### config.mk
export PLATFORM = sky130hd
export DESIGN_NAME = dpu_sequencer_flat
export DESIGN_NICKNAME = d
export VERILOG_FILES = /design/src/rtl/dpu_sequencer_pkg.sv /design/src/rtl/dpu_sequencer_if.sv /design/src/rtl/dpu_sequencer_alu.sv /design/src/rtl/dpu_sequencer.sv /design/src/flat_wrapper.sv
export SDC_FILE = /design/constraint.sdc
export NUM_CORES = 1
export LEC_CHECK = 0
export CELL_PAD_IN_SITES_DETAIL_PLACEMENT = 1
export CELL_PAD_IN_SITES_GLOBAL_PLACEMENT = 2
export CORE_MARGIN = 2
export CORE_UTILIZATION = 30
export CTS_CLUSTER_SIZE = 24
export DETAILED_ROUTE_END_ITERATION = 12
export GPL_TIMING_DRIVEN = 0
export PLACE_DENSITY = 0.77
export SYNTH_ARGS = -nofsm -noshare
export SYNTH_HDL_FRONTEND = slang
export SYNTH_SLANG_ARGS = --single-unit
### constraint.sdc
create_clock -name clk -period 4.7 [get_ports clk]
set_clock_uncertainty 0.05 [all_clocks]
set_input_delay 0.47 -clock clk [delete_from_list [all_inputs] [get_ports clk]]
set_output_delay 0.47 -clock clk [all_outputs]
set_load 0.01 [all_outputs]
### src/rtl/dpu_sequencer_pkg.sv
// Shared DPU definitions: command layout, opcodes and sequencer state encoding.
// The SRAM controller imports the same package, so both sides agree on these values.
package dpu_sequencer_pkg;

  localparam int CMD_W        = 8;
  localparam int CMD_MARK_BIT = 7;
  localparam int CMD_OP_MSB   = 6;
  localparam int CMD_OP_LSB   = 5;
  localparam int CMD_ADDR_MSB = 4;
  localparam int CMD_ADDR_LSB = 0;
  localparam int ADDR_W       = CMD_ADDR_MSB - CMD_ADDR_LSB + 1;
  localparam int DATA_W       = 32;
  localparam int COUNT_W      = 8;

  typedef enum logic [1:0] {
    OP_INC = 2'b00,
    OP_INV = 2'b01,
    OP_REV = 2'b10,
    OP_POP = 2'b11
  } opcode_e;

  typedef enum logic [1:0] {
    ST_IDLE   = 2'b00,
    ST_RD_REQ = 2'b01,
    ST_CALC   = 2'b10,
    ST_WR_REQ = 2'b11
  } state_e;

  typedef struct packed {
    logic              marker;
    opcode_e           op;
    logic [ADDR_W-1:0] addr;
  } dpu_cmd_t;

  function automatic logic [COUNT_W-1:0] sat_inc(input logic [COUNT_W-1:0] v);
    return (v == '1) ? v : v + COUNT_W'(1);
  endfunction

endpackage

### src/rtl/dpu_sequencer_if.sv
// Command and SRAM-handshake bundle between the host/controller and the DPU sequencer.
interface dpu_sequencer_if;
  import dpu_sequencer_pkg::*;

  logic                dpu_load_cmd;
  logic [CMD_W-1:0]    nxt_cmd;
  logic                requst_valid;
  logic [DATA_W-1:0]   sram_data_to_dpu;
  logic                read_requst;
  logic                send_request;
  logic [ADDR_W-1:0]   sram_addr_from_dpu;
  logic [DATA_W-1:0]   sram_data_from_dpu;
  logic                busy;
  logic                done;
  logic [COUNT_W-1:0]  cmd_count;

  // Host / SRAM controller side.
  modport master (
    output dpu_load_cmd, nxt_cmd, requst_valid, sram_data_to_dpu,
    input  read_requst, send_request, sram_addr_from_dpu, sram_data_from_dpu,
    input  busy, done, cmd_count
  );

  // DPU sequencer side.
  modport slave (
    input  dpu_load_cmd, nxt_cmd, requst_valid, sram_data_to_dpu,
    output read_requst, send_request, sram_addr_from_dpu, sram_data_from_dpu,
    output busy, done, cmd_count
  );
endinterface

### src/rtl/dpu_sequencer_alu.sv
// Combinational DPU datapath: one 32-bit result from opcode and operand.
module dpu_alu
  import dpu_sequencer_pkg::*;
(
  input  opcode_e           op_i,
  input  logic [DATA_W-1:0] operand_i,
  output logic [DATA_W-1:0] result_o
);

  logic [5:0] pop_cnt;

  always_comb begin
    // NOTE: every always_comb output gets a default first so no path can infer a latch.
    pop_cnt = '0;
    for (int i = 0; i < DATA_W; i++) begin
      pop_cnt = pop_cnt + 6'(operand_i[i]);
    end
  end

  always_comb begin
    result_o = '0;
    unique case (op_i)
      OP_INC: begin
        for (int b = 0; b < 4; b++) begin
          result_o[b*8 +: 8] = operand_i[b*8 +: 8] + 8'd1;
        end
      end
      OP_INV:  result_o = ~operand_i;
      OP_REV:  result_o = {operand_i[7:0], operand_i[15:8], operand_i[23:16], operand_i[31:24]};
      OP_POP:  result_o = {26'd0, pop_cnt};
      default: result_o = '0;
    endcase
  end

endmodule

### src/rtl/dpu_sequencer.sv
// DPU command sequencer: read word, transform it in one CALC cycle, write it back.
module dpu_sequencer
  import dpu_sequencer_pkg::*;
(
  input  logic             clk,
  input  logic             rst_n,
  dpu_sequencer_if.slave   bus
);

  state_e             state_q, state_d;
  opcode_e            op_q, op_d;
  logic [ADDR_W-1:0]  addr_q, addr_d;
  logic [DATA_W-1:0]  operand_q, operand_d;
  logic [DATA_W-1:0]  result_q, result_d;
  logic               done_q, done_d;
  logic [COUNT_W-1:0] count_q, count_d;
  logic [DATA_W-1:0]  alu_result;
  dpu_cmd_t           cmd;

  assign cmd = dpu_cmd_t'(bus.nxt_cmd);

  dpu_alu u_alu (
    .op_i      (op_q),
    .operand_i (operand_q),
    .result_o  (alu_result)
  );

  always_comb begin
    state_d   = state_q;
    op_d      = op_q;
    addr_d    = addr_q;
    operand_d = operand_q;
    result_d  = result_q;
    done_d    = 1'b0;
    count_d   = count_q;

    unique case (state_q)
      ST_IDLE: begin
        // Only idle accepts commands, so a pulse while busy never relatches.
        if (bus.dpu_load_cmd && cmd.marker) begin
          op_d    = cmd.op;
          addr_d  = cmd.addr;
          state_d = ST_RD_REQ;
        end
      end
      ST_RD_REQ: begin
        if (bus.requst_valid) begin
          operand_d = bus.sram_data_to_dpu;
          state_d   = ST_CALC;
        end
      end
      ST_CALC: begin
        result_d = alu_result;
        state_d  = ST_WR_REQ;
      end
      ST_WR_REQ: begin
        if (bus.requst_valid) begin
          done_d  = 1'b1;
          count_d = sat_inc(count_q);
          state_d = ST_IDLE;
        end
      end
      default: state_d = ST_IDLE;
    endcase
  end

  // NOTE: every register here has a defined reset value; none is left as uninitialised storage.
  always_ff @(posedge clk or negedge rst_n) begin
    if (!rst_n) begin
      state_q   <= ST_IDLE;
      op_q      <= OP_INC;
      addr_q    <= '0;
      operand_q <= '0;
      result_q  <= '0;
      done_q    <= 1'b0;
      count_q   <= '0;
    end else begin
      // NOTE: non-blocking assignments so every register samples pre-edge values.
      state_q   <= state_d;
      op_q      <= op_d;
      addr_q    <= addr_d;
      operand_q <= operand_d;
      result_q  <= result_d;
      done_q    <= done_d;
      count_q   <= count_d;
    end
  end

  // Requests decode from the registered state, so they are mutually exclusive and drop with reset.
  assign bus.read_requst        = (state_q == ST_RD_REQ);
  assign bus.send_request       = (state_q == ST_WR_REQ);
  assign bus.sram_addr_from_dpu = addr_q;
  assign bus.sram_data_from_dpu = result_q;
  assign bus.busy               = (state_q != ST_IDLE);
  assign bus.done               = done_q;
  assign bus.cmd_count          = count_q;

endmodule

### src/flat_wrapper.sv
// flat-port wrapper written by rule: the top's interface ports become plain ports
module dpu_sequencer_flat import dpu_sequencer_pkg::*;
  (clk, rst_n, bus_dpu_load_cmd, bus_nxt_cmd, bus_requst_valid, bus_sram_data_to_dpu, bus_read_requst, bus_send_request, bus_sram_addr_from_dpu, bus_sram_data_from_dpu, bus_busy, bus_done, bus_cmd_count);
  dpu_sequencer_if bus_i ();
  input  logic clk;
  input  logic rst_n;
  input wire logic [$bits(bus_i.dpu_load_cmd)-1:0] bus_dpu_load_cmd;
  input wire logic [$bits(bus_i.nxt_cmd)-1:0] bus_nxt_cmd;
  input wire logic [$bits(bus_i.requst_valid)-1:0] bus_requst_valid;
  input wire logic [$bits(bus_i.sram_data_to_dpu)-1:0] bus_sram_data_to_dpu;
  output wire logic [$bits(bus_i.read_requst)-1:0] bus_read_requst;
  output wire logic [$bits(bus_i.send_request)-1:0] bus_send_request;
  output wire logic [$bits(bus_i.sram_addr_from_dpu)-1:0] bus_sram_addr_from_dpu;
  output wire logic [$bits(bus_i.sram_data_from_dpu)-1:0] bus_sram_data_from_dpu;
  output wire logic [$bits(bus_i.busy)-1:0] bus_busy;
  output wire logic [$bits(bus_i.done)-1:0] bus_done;
  output wire logic [$bits(bus_i.cmd_count)-1:0] bus_cmd_count;
  assign bus_i.dpu_load_cmd = bus_dpu_load_cmd;
  assign bus_i.nxt_cmd = bus_nxt_cmd;
  assign bus_i.requst_valid = bus_requst_valid;
  assign bus_i.sram_data_to_dpu = bus_sram_data_to_dpu;
  assign bus_read_requst = bus_i.read_requst;
  assign bus_send_request = bus_i.send_request;
  assign bus_sram_addr_from_dpu = bus_i.sram_addr_from_dpu;
  assign bus_sram_data_from_dpu = bus_i.sram_data_from_dpu;
  assign bus_busy = bus_i.busy;
  assign bus_done = bus_i.done;
  assign bus_cmd_count = bus_i.cmd_count;
  dpu_sequencer u_core (.clk(clk), .rst_n(rst_n), .bus(bus_i));
endmodule
## Word-level counts from Yosys, hierarchy flattened

Index checks and enable logic that the tools add are counted.

- Equality and inequality tests: 10
- Muxes and demuxes: 7
- Reduce and logical (&&, ||, !) cells: 8
- Bitwise gates (word level): 2
- Add/sub/neg operators: 36

Operator list:

| operator | number |
|---|---|
| 6-bit by 1-bit adder with 6-bit output | 26 |
| 32-bit case mux with 4 select lines | 1 |
| 8-bit by 1-bit adder with 8-bit output, second input constant | 5 |
| 32-bit NOT | 1 |
| 2-bit equality test, second input constant | 4 |
| 8-bit equality test, second input constant | 1 |
| 2-bit case mux with 4 select lines | 1 |
| 5-bit by 1-bit adder with 6-bit output | 1 |
| 2-bit two-way mux | 3 |
| 3-bit AND reduction | 2 |
| 4-bit by 1-bit adder with 5-bit output | 1 |
| 3-bit by 1-bit adder with 4-bit output | 1 |
| 2-bit by 1-bit equality test with 1-bit output, second input constant | 2 |
| 2-bit zero test | 2 |
| 2-bit inequality test, second input constant | 2 |
| 2-bit AND reduction | 2 |
| 2-bit by 1-bit adder with 3-bit output | 1 |
| 1-bit by 1-bit adder with 2-bit output | 1 |
| 1-bit two-way mux | 2 |
| 2-bit by 1-bit inequality test with 1-bit output, second input constant | 1 |
| 2-bit nonzero test | 1 |
| 1-bit logical AND | 1 |
| 1-bit NOT | 1 |

- Output and inout port bits: 49
- Logic and storage cells: 70
- Register bits after elaboration: 82
- Bits of input ports: 44

## Logic depth before layout (Yosys ltp)

Gate-level depths: netlist of the first run.

- Depth after elaboration: 32
- Depth in mapped cells: 16
- Depth with buffers taken out: 15

## Hierarchy

Synthesis of the first run repeated with hierarchy kept, for this count alone.

- Cell total of the unflattened synthesis: 454
- Area, all modules: 5046.1 um2

Modules (own cells, without submodules):

| module | instances | area each (um2) | cells an instance | seq. area each (um2) |
|---|---|---|---|---|
| dpu_sequencer | 1 | 3184.3 | 201 | 2052.0 |
| dpu_alu | 1 | 1861.8 | 253 | 0.0 |

## Worst setup path before layout of the first run

No wires, ideal clock.

- Kind: reg-to-reg
- Start point: register u_core.operand_q[0]
- End point: register u_core.result_q[1], in the netlist u_core.bus.sram_data_from_dpu[1]
- Setup time: 125 ps
- Slack: -384 ps
- Required time: 4525 ps
- Data arrival time: 4909 ps
- Period minus slack after synthesis: 5084 ps
- Buffers on the path: 1
- Cell stages (with the launch flop): 14
- Cell sequence: dfrtp_1 > clkbuf_1 > inv_1 > fa_1 > fa_1 > fa_1 > fa_1 > fa_1 > fa_1 > inv_1 > ha_1 > fa_1 > mux4_2 > mux2_2

- Cells in the longest elaborated chain, start to end: 32

Ends and longest elaborated chain:

| element | line | RTL |
|---|---|---|
| start, declared | dpu_sequencer.sv:13 | `logic [DATA_W-1:0] operand_q, operand_d;` |
| start signal, assigned | dpu_sequencer.sv:82 | `operand_q <= operand_d;` |
| 1-bit by 1-bit adder with 2-bit output | dpu_sequencer_alu.sv:16 | `pop_cnt = pop_cnt + 6'(operand_i[i]);` |
| 2-bit by 1-bit adder with 3-bit output | dpu_sequencer_alu.sv:16 |  |
| 3-bit by 1-bit adder with 4-bit output | dpu_sequencer_alu.sv:16 |  |
| 4-bit by 1-bit adder with 5-bit output | dpu_sequencer_alu.sv:16 |  |
| 5-bit by 1-bit adder with 6-bit output | dpu_sequencer_alu.sv:16 |  |
| 6-bit by 1-bit adder with 6-bit output (26 in series) | dpu_sequencer_alu.sv:16 |  |
| 32-bit case mux with 4 select lines (*) | dpu_sequencer_alu.sv:22 | `unique case (op_i)` |
| end signal, assigned | dpu_sequencer.sv:83 | `result_q <= result_d;` |
| end, declared | dpu_sequencer.sv:14 | `logic [DATA_W-1:0] result_q, result_d;` |

Mark *: on every way between the ends. The rest lies on a longest branch, timed or not.
A chain may end at the register's enable or synchronous reset.

## Worst setup path in the final report of the first run

- Start point: register u_core.operand_q[3]
- End point: register u_core.result_q[1], in the netlist u_core.bus.sram_data_from_dpu[1]

- Cells in the longest elaborated chain, start to end: 30

Ends and longest elaborated chain:

| element | line |
|---|---|
| 3-bit by 1-bit adder with 4-bit output | dpu_sequencer_alu.sv:16 |
| 4-bit by 1-bit adder with 5-bit output | dpu_sequencer_alu.sv:16 |
| 5-bit by 1-bit adder with 6-bit output | dpu_sequencer_alu.sv:16 |
| 6-bit by 1-bit adder with 6-bit output (26 in series) | dpu_sequencer_alu.sv:16 |
| 32-bit case mux with 4 select lines | dpu_sequencer_alu.sv:22 |

No other way between the ends.

==> metrics, run 1 <==
share of layout cells above drive strength 1=~22%; max-cap violations=0; CP endpoint=u_core.bus.sram_data_from_dpu[1]; Vias/cell=5.16; final hold vios=0; Seq cells post-synth=82; DIE HEIGHT=between 100 and 150 um; initial antenna violation count=0; Final Net Count=around 690; Place WS=-542 ps; RR Startpoint=u_core.operand_q[3]; CTS Buffer Depth=2; Crit Path Max Fanout=6; classification of the worst setup path=register to register; synthesis-to-finish area growth=34.8%; Worst R2R Path Depth=12; Initial Util=between 30% and 40%; status=complete, but fails checks; CTS sink count=between 80 and 90; clock root cell=clkbuf_16; CTS tree=built; most area-hungry cell type in the Yosys netlist=dfrtp_1; Post-Syn Instances=between 400 and 500; post-synth cell types=between 50 and 60; worst path cell trace=inv_1, fa_1, fa_2, fa_2, fa_1, fa_1, fa_1, inv_2, ha_4, fa_2, mux4_2, mux2_4; WP data arrival=between 5000 and 6000 ps; I/O Buffers=about 90; clock period minus worst slack=between 5000 and 6000 ps; Post-Layout Inst Area=between 6000 and 7000 sq um; DRT Pass-1 Iters=5; Final Setup Violations=5; Starting DRT DRC Count=between 200 and 300; core area=between 15000 and 20000 sq um; grt ovf=0; DRT antenna net count=0; TritonCTS buffer count=9; Top-Level Pins=93; number of synthesized flops with an enable pin=0; Post-Place Cell Area=approximately 6300 sq um; Routed Wire Length=about 17 mm; GRT Total Usage=19.7%; global-route wire length before repair=around 27 mm; H-Tree Depth=3; drt wl/cell=just over 20 um; syn avg cell area=roughly 11 sq um; Max transition margin=45.7%; pin slew with the least headroom to its limit=roughly 810 ps; die width=134 um; Worst path most repeated cell=fa_1; clk_lat worst skew=350 ps; Critical Path RT=between 4000 and 5000 ps; Yosys top cell area share=40.5%; Synth Cell Area=between 5000 and 6000 sq um; largest net degree at the start of global routing=between 50 and 60; Post-Syn Nets=566; sequential area share after synthesis=40.5%; max-slew violation count=0; failing checks=setup timing; die area=17900 sq um; slowest cell on the critical path=fa_2; Hold Crit Class=register to register; Main synth FF type=dfrtp_1; synth warn=0; # rows=47; CP peak stage delay=~560 ps; CP Launch Type=register; Reg-to-Reg End=u_core.bus.sram_data_from_dpu[1]; Max Clk Rate=between 150 and 200 MHz; worst path bufs/invs=2; CP Launch Point=u_core.operand_q[3]; DRC Markers=0; Area contributors post-synth=dfrtp_1, mux2_2, fa_1; Final Wtd Congestion=around 0.88; CP top delay family=adder cells; ys async rst share=between 90% and 100%; dpl hpwl=between 10 and 15 mm; Worst-path clk slew=around 60 ps; post-route worst setup slack=-391 ps; critical path capture point type=register; WP depth=12; n_diodes=0; flop2flop setup slack=-390 ps; vias in the first global route=just under 5000; RSZ-0062 raised after global routing=true; via count=around 4300; final period utilization=108%
-- routing by layer --
metal / track usage, % / part of all wire [%] / up-vias
met1: 25.5 / 44 / 2164
met3: 3.17 / 3.9 / 28
met4: 6.62 / 2.3 / 0
met5: 0 / 0 / -
met2: 33.7 / 50 / 120
li1: - / - / 1948
-- worst min path at each step --
stage | cells after the start | to | startpoint | slack, ps
global route | 1 | u_core.bus.sram_data_from_dpu[3] | u_core.bus.sram_data_from_dpu[3] | 480
floorplan | 0 | u_core.bus.cmd_count[0] | rst_n | 120
CTS | 1 | u_core.bus.sram_data_from_dpu[3] | u_core.bus.sram_data_from_dpu[3] | 460
detailed placement | 1 | u_core.operand_q[18] | rst_n | 370
global placement | 1 | u_core.bus.sram_data_from_dpu[9] | u_core.bus.sram_data_from_dpu[9] | 410
finish | 1 | u_core.bus.sram_data_from_dpu[3] | u_core.bus.sram_data_from_dpu[3] | 460
-- synthesized netlist by cell type, types with 2 or more instances --
| cell | count |
|---|---|
| buf_4 | 3 |
| dfrtp_1 | 82 |
| a32oi_1 | 2 |
| buf_2 | 12 |
| nor3_1 | 3 |
| clkbuf_1 | 9 |
| a32o_1 | 3 |
| o21a_1 | 5 |
| xnor2_1 | 5 |
| or3_1 | 2 |
| nor3b_1 | 6 |
| nor2_1 | 46 |
| nand2_1 | 20 |
| o221ai_1 | 3 |
| o32a_1 | 9 |
| nand3_1 | 15 |
| a211o_1 | 3 |
| a221o_1 | 3 |
| inv_1 | 53 |
| o21ai_0 | 2 |
| o22a_1 | 2 |
| a2bb2oi_1 | 5 |
| ha_1 | 16 |
| nand4_1 | 4 |
| o31ai_1 | 3 |
| a21o_1 | 2 |
| mux2_2 | 44 |
| and2_1 | 2 |
| nor2b_1 | 2 |
| nand2b_1 | 4 |
| mux2i_1 | 10 |
| and3_1 | 14 |
| a31oi_1 | 13 |
| and4_4 | 2 |
| buf_6 | 2 |
| a21oi_1 | 25 |
| o31a_1 | 6 |
| fa_1 | 24 |
-- worst register-to-register path, delay by kind of cell, from the launching register on --
kind | cells | cell delay (ps)
adder cells (fa/ha/maj) | 8 | 3570
multiplexers | 2 | 740
flip-flops | 1 | 450
buffers and inverters | 2 | 180
-- layout by cell type, fill, tap and decap left out, types with 12 or more instances in the layout --
cell / Yosys / routed
a21oi_1: 25 / 22
a31oi_1: 13 / 13
and3_1: 14 / 14
buf_2: 12 / 12
buf_4: 3 / 19
clkdlybuf4s50_1: 0 / 91
dfrtp_1: 82 / 72
fa_1: 24 / 18
ha_1: 16 / 14
inv_1: 53 / 43
mux2_2: 44 / 43
nand2_1: 20 / 20
nand3_1: 15 / 15
nor2_1: 46 / 46
-- registers in the layout (all words and copies together), names as in the netlist --
| name | flops |
|---|---|
| u_core.bus.cmd_count | 8 |
| u_core.bus.done | 1 |
| u_core.bus.sram_addr_from_dpu | 5 |
| u_core.bus.sram_data_from_dpu | 32 |
| u_core.op_q | 2 |
| u_core.operand_q | 32 |
| u_core.state_q | 2 |
-- layout make-up --
class                           count  area, sq um
Clock inverter                      5         77.6
Buffer                             26          150
Tap cell                          220          275
Multi-Input combinational cell    320         2750
Fill cell                        1830         9690
Sequential cell                    82         2060
Clock buffer                       11          243
Inverter                           53          199
Timing Repair Buffer              109         1070
-- stage by stage --
| step | setup TNS [ps] | hold slack, ps | util, % | cells |
|---|---|---|---|---|
| detailed placement | -1990 | 371 | 38.1 | 795 |
| floorplan | -202 | 124 | - | 482 |
| CTS | -876 | 463 | 41.1 | 825 |
| global route | -1430 | 480 | 41.3 | 826 |
| finish | -725 | 458 | 41.3 | 826 |
| global placement | -1630 | 414 | 38.0 | 794 |
-- cells by family after synthesis --
kind of cell               after synthesis  share of synthesized area [%]
AOI/OAI and AO/OA                       95                           14.0
xor gates and xnor gates                 5                          0.864
adders and majority gates               40                           13.4
buffers and inverters                   80                           6.77
DFF                                     82                           40.5
muxes                                   55                           12.2
and+or+nand+nor                        125                           12.2
-- what timing repair did --
item	4_1_cts	5_1_grt
hold buffers	1	0
setup endpoints to repair	5	5
gates resized for setup	27	8
pin swaps	18	14
hold endpoints to repair	16	0
setup buffers	13	3
Power of run 1 is left out: the tool's default activity adds up to more than one toggle a clock period on the data nets, which glitch-free logic cannot reach.
==> inputs of run 2 (changes only) <==
Settings changed: SETUP_SLACK_MARGIN set to 0.5.
==> metrics, run 2 (synthesized netlist as in run 1, its figures left out) <==
DRT antenna net count=0 (unchanged); commonest cells after routing, fill and taps aside=clkdlybuf4s50_1, dfrtp_1, nor2_1 (unchanged); synthesis-to-finish area growth=35.6% (was 34.8%); classification of the worst setup path=register to register (unchanged); Final Wtd Congestion=0.921 (was 0.880); max-cap violations=0 (unchanged); via count=4314 (was 4260); clock period minus worst slack=5110 ps (was 5090 ps); max-slew violation count=0 (unchanged); final period utilization=109% (was 108%); Reg-to-Reg End=u_core.bus.sram_data_from_dpu[1] (unchanged); CTS sink count=82 (unchanged); largest net degree at the start of global routing=52 (was 58); Post-Layout Inst Area=6870 sq um (was 6830 sq um); initial antenna violation count=0 (unchanged); clk_lat worst skew=350 ps (about the same); grt ovf=0 (unchanged); drt wl/cell=20.5 um (was 20.4 um); vias in the first global route=4773 (was 4810); I/O Buffers=92 (unchanged); Worst R2R Path Depth=13 (was 12); critical path capture point type=register (unchanged); RR Startpoint=u_core.operand_q[13] (was u_core.operand_q[3]); area of the multi-input gates=2770 sq um (was 2750 sq um); Max transition margin=47.4% (was 45.7%); H-Tree Depth=3 (unchanged); DIE HEIGHT=134 um (unchanged); Crit Path Max Fanout=2 (was 6); CP Launch Type=register (unchanged); status=complete, but fails checks (unchanged); Sequential Area=2060 sq um (unchanged); # rows=47 (unchanged); CTS Buffer Depth=2 (unchanged); CTS tree=built (unchanged); TritonCTS buffer count=9 (unchanged); failing checks=setup timing (unchanged); die area=17900 sq um (unchanged); Final Setup Violations=5 (unchanged); Vias/cell=5.20 (was 5.16); flop2flop setup slack=-410 ps (was -390 ps); Critical Path RT=4880 ps (about the same); commonest non-fill, non-tap cell in the layout=clkdlybuf4s50_1 (unchanged); Hold Crit Class=primary input to asynchronous set/reset pin (was register to register); share of layout cells above drive strength 1=22.8% (was 22.1%); Max Clk Rate=196 MHz (about the same); global-route wire length before repair=27.0 mm (about the same); clock root cell=clkbuf_16 (unchanged); core area=16500 sq um (unchanged); DRT Pass-1 Iters=4 (was 5); Routed Wire Length=17.0 mm (was 16.8 mm); WP data arrival=5290 ps (was 5270 ps); Worst-path clk slew=60 ps (about the same); final hold vios=0 (unchanged); cts hold-fix bufs=0 (was 1); GRT Total Usage=19.9% (was 19.7%); Final Net Count=689 (was 685); DRC Markers=0 (unchanged); Top-Level Pins=93 (unchanged); Post-Place Cell Area=6310 sq um (was 6300 sq um); RSZ-0062 raised after global routing=true (unchanged); pin slew with the least headroom to its limit=790 ps (was 814 ps); # fillers=1825 (was 1830); Initial Util=30.7% (unchanged); n_diodes=0 (unchanged); dpl hpwl=12.4 mm (was 12.6 mm); post-route worst setup slack=-413 ps (was -391 ps); die width=134 um (unchanged); Starting DRT DRC Count=206 (was 275)
-- run 2: stage by stage --
step / setup TNS (ps) / cells / hold slack (ps) / setup slack [ps] / util [%]
3_5_place_dp: -1580 / 795 / 404 / -494 / 38.2
2_1_floorplan: -186 / 482 / 124 / -125 / -
5_1_grt: -1620 / 829 / 43.2 / -486 / 41.6
6_report: -991 / 829 / 21.4 / -413 / 41.6
3_3_place_gp: -1460 / 794 / 415 / -487 / 38.0
4_1_cts: -807 / 825 / 30.1 / -394 / 41.2
-- run 2: worst max-delay path: stages (launching register included) --
cell      delay [ps]
dfrtp_1          370
clkbuf_8         150
inv_4             40
fa_1             430
fa_2             600
fa_2             440
fa_1             540
fa_1             460
fa_1             510
inv_2             50
ha_4             160
fa_2             450
mux4_2           470
mux2_4           270
-- run 2: metal layers --
layer	up-vias	share of wire (%)	track usage, %
li1	1952	-	-
met1	2217	44	26.0
met2	116	49	32.8
met3	29	4.6	3.55
met4	0	2.5	7.86
met5	-	0	0
-- run 2: layout make-up --
class / instances / share of cell area [%]
inverter: 53 / 2.97
timing repair buffer: 112 / 15.9
clock buffer: 13 / 3.93
sequential: 82 / 30.0
multi-input combinational: 320 / 40.2
buffer: 27 / 2.39
tap: 220 / 4.01
clock inverter: 2 / 0.510
-- run 2: what timing repair did --
item	CTS	global route
setup buffers	15	4
endpoints found under the setup margin	6	6
gates resized for setup	30	8
pin swaps	17	10
-- run 2: worst max-delay path by stage --
| stage | slack (ps) | startpoint | cells after the start | endpoint |
|---|---|---|---|---|
| 3_3_place_gp | -490 | u_core.operand_q[5] | 12 | u_core.bus.sram_data_from_dpu[1] |
| 5_1_grt | -490 | u_core.operand_q[13] | 13 | u_core.bus.sram_data_from_dpu[1] |
| 4_1_cts | -390 | u_core.operand_q[19] | 12 | u_core.bus.sram_data_from_dpu[1] |
| 3_5_place_dp | -490 | u_core.operand_q[1] | 12 | u_core.bus.sram_data_from_dpu[1] |
| 6_report | -410 | u_core.operand_q[13] | 13 | u_core.bus.sram_data_from_dpu[1] |
| 2_1_floorplan | -130 | u_core.operand_q[17] | 12 | u_core.bus.sram_data_from_dpu[1] |
Power of run 2 is left out for the same reason.
==> inputs of run 3 (changes only) <==
Settings changed: CORE_UTILIZATION 30 to 37, DONT_BUFFER_PORTS set to 1, GPL_TIMING_DRIVEN 0 to unset, SETUP_SLACK_MARGIN 0.5 to unset.
==> metrics, run 3 (synthesized netlist as in run 1, its figures left out) <==
DRC Markers=0 (unchanged); clock root cell=clkbuf_16 (unchanged); max-cap violations=0 (unchanged); Max Clk Rate=203 MHz (was 196 MHz); CP top delay family=adder cells (unchanged); dpl hpwl=10.5 mm (was 12.4 mm); # fillers=1453 (was 1825); pin slew with the least headroom to its limit=835 ps (was 790 ps); clock period minus worst slack=4930 ps (was 5110 ps); grt ovf=0 (unchanged); CTS Buffer Depth=2 (unchanged); Vias/cell=5.62 (was 5.20); CP peak stage delay=590 ps (was 600 ps); drt wl/cell=21.4 um (was 20.5 um); slowest cell on the critical path=fa_2 (unchanged); WP data arrival=5130 ps (was 5290 ps); H-Tree Depth=3 (unchanged); classification of the worst setup path=register to register (unchanged); Worst-path clk slew=60 ps (about the same); Core Util, Final=43.5% (was 41.6%); vias in the first global route=4198 (was 4773); GRT Total Usage=21.3% (was 19.9%); clk_lat worst skew=360 ps (was 350 ps); I/O Buffers=0 (was 92); critical path capture point type=register (unchanged); Max transition margin=44.4% (was 47.4%); Final Net Count=585 (was 689); Top-Level Pins=93 (unchanged); initial antenna violation count=1 (was 0); CTS tree=built (unchanged); Worst path most repeated cell=fa_1 (unchanged); final period utilization=105% (was 109%); post-route worst setup slack=-232 ps (was -413 ps); global-route wire length before repair=23.5 mm (was 27.0 mm); commonest non-fill, non-tap cell in the layout=dfrtp_1 (was clkdlybuf4s50_1); worst path bufs/invs=2 (was 3); synthesis-to-finish area growth=14.1% (was 35.6%); CP Launch Type=register (unchanged); flop2flop setup slack=-230 ps (was -410 ps); die area=14600 sq um (was 17900 sq um); Critical Path RT=4890 ps (was 4880 ps); Initial Util=38.1% (was 30.7%); Final Setup Violations=2 (was 5); worst path cell trace=inv_1, fa_1, fa_2, fa_2, fa_1, fa_1, fa_1, inv_1, ha_2, fa_2, mux4_2, mux2_4 (was clkbuf_8, inv_4, fa_1, fa_2, fa_2, fa_1, fa_1, fa_1, inv_2, ha_4, fa_2, mux4_2, mux2_4); DIE HEIGHT=121 um (was 134 um); max-slew violation count=0 (unchanged); via count=3829 (was 4314); failing checks=setup timing (unchanged); TritonCTS buffer count=9 (unchanged); # rows=42 (was 47); Hold Crit Class=primary input to register (was primary input to asynchronous set/reset pin); DRT antenna net count=0 (unchanged); core area=13300 sq um (was 16500 sq um); Sequential Area=2050 sq um (was 2060 sq um); Starting DRT DRC Count=269 (was 206); commonest cells after routing, fill and taps aside=dfrtp_1, nor2_1, inv_1, mux2_2, buf_4 (was clkdlybuf4s50_1, dfrtp_1, nor2_1); Final Wtd Congestion=0.888 (was 0.921); n_diodes=0 (unchanged); DRT Pass-1 Iters=4 (unchanged); status=complete, but fails checks (unchanged); share of layout cells above drive strength 1=24.8% (was 22.8%); Post-Layout Inst Area=5780 sq um (was 6870 sq um); CTS sink count=82 (unchanged); largest net degree at the start of global routing=83 (was 52); Crit Path Max Fanout=2 (unchanged); RSZ-0062 raised after global routing=true (unchanged); Post-Place Cell Area=5380 sq um (was 6310 sq um); area of the multi-input gates=2760 sq um (was 2770 sq um); Routed Wire Length=14.6 mm (was 17.0 mm); die width=121 um (was 134 um); final hold vios=0 (unchanged)
==> run 3: cell count changes in the layout (fill, tap and decap cells not counted), sizes merged <==
| cell | before | now |
|---|---|---|
| clkinv | 1 | 2 |
| bufinv | 1 | 0 |
| clkinvlp | 0 | 1 |
| clkbuf | 23 | 12 |
| buf | 38 | 34 |
| dlygate4sd3 | 0 | 1 |
| clkdlybuf4s50 | 91 | 0 |
==> run 3: metal layers <==
| layer | up-vias | GRT usage [%] | routed length, um |
|---|---|---|---|
| li1 | 1739 | - | - |
| met1 | 1979 | 27.0 | 6310 |
| met2 | 91 | 35.3 | 7250 |
| met3 | 18 | 5.22 | 711 |
| met4 | 2 | 8.07 | 293 |
| met5 | - | 0 | 13 |
==> run 3: final timing paths <==
kind                                                   from  cells after the start                                 to
min in group asynchronous                             rst_n                      2               u_core.operand_q[21]
hold reg to reg            u_core.bus.sram_data_from_dpu[9]                      1   u_core.bus.sram_data_from_dpu[9]
max in group asynchronous                             rst_n                      2  u_core.bus.sram_data_from_dpu[29]
setup / recovery                       u_core.operand_q[15]                     12   u_core.bus.sram_data_from_dpu[1]
setup reg to reg                       u_core.operand_q[15]                     12   u_core.bus.sram_data_from_dpu[1]
hold / removal                      bus_sram_data_to_dpu[0]                      1                u_core.operand_q[0]
==> run 3: per-stage QoR <==
| stage | std cells | hold WS [ps] | TNS (ps) | setup WS [ps] |
|---|---|---|---|---|
| detailed placement | 661 | 127 | -740 | -228 |
| CTS | 679 | 195 | -344 | -196 |
| floorplan | 482 | 124 | -202 | -146 |
| global placement | 661 | 127 | -493 | -179 |
| global route | 681 | 202 | -903 | -354 |
| finish | 681 | 208 | -271 | -232 |
==> run 3: timing repair <==
| action | 4_1_cts | 5_1_grt |
|---|---|---|
| setup endpoints to repair | 5 | 5 |
| gates resized for setup | 8 | 18 |
| endpoints found under the hold margin | 82 | 0 |
| pin swaps | 12 | 19 |
| cloned | 0 | 0 |
| hold buffers | 2 | 0 |
| buffers inserted | 1 | 2 |
==> run 3: worst reg2reg max path, delay by kind of cell (launching register included) <==
family                   cells  cell delay (ps)
adder cells (fa/ha/maj)      8             3490
buffers and inverters        2              160
flip-flops                   1              380
multiplexers                 2              730
==> run 3: layout make-up <==
type                            instances  share of cell area (%)
Sequential cell                        82                    35.5
Multi-Input combinational cell        320                    47.7
Clock inverter                          3                   0.303
Clock buffer                           12                    4.26
Tap cell                              176                    3.81
Inverter                               53                    3.44
Timing Repair Buffer                   35                    4.93
Power of run 3 is left out for the same reason.
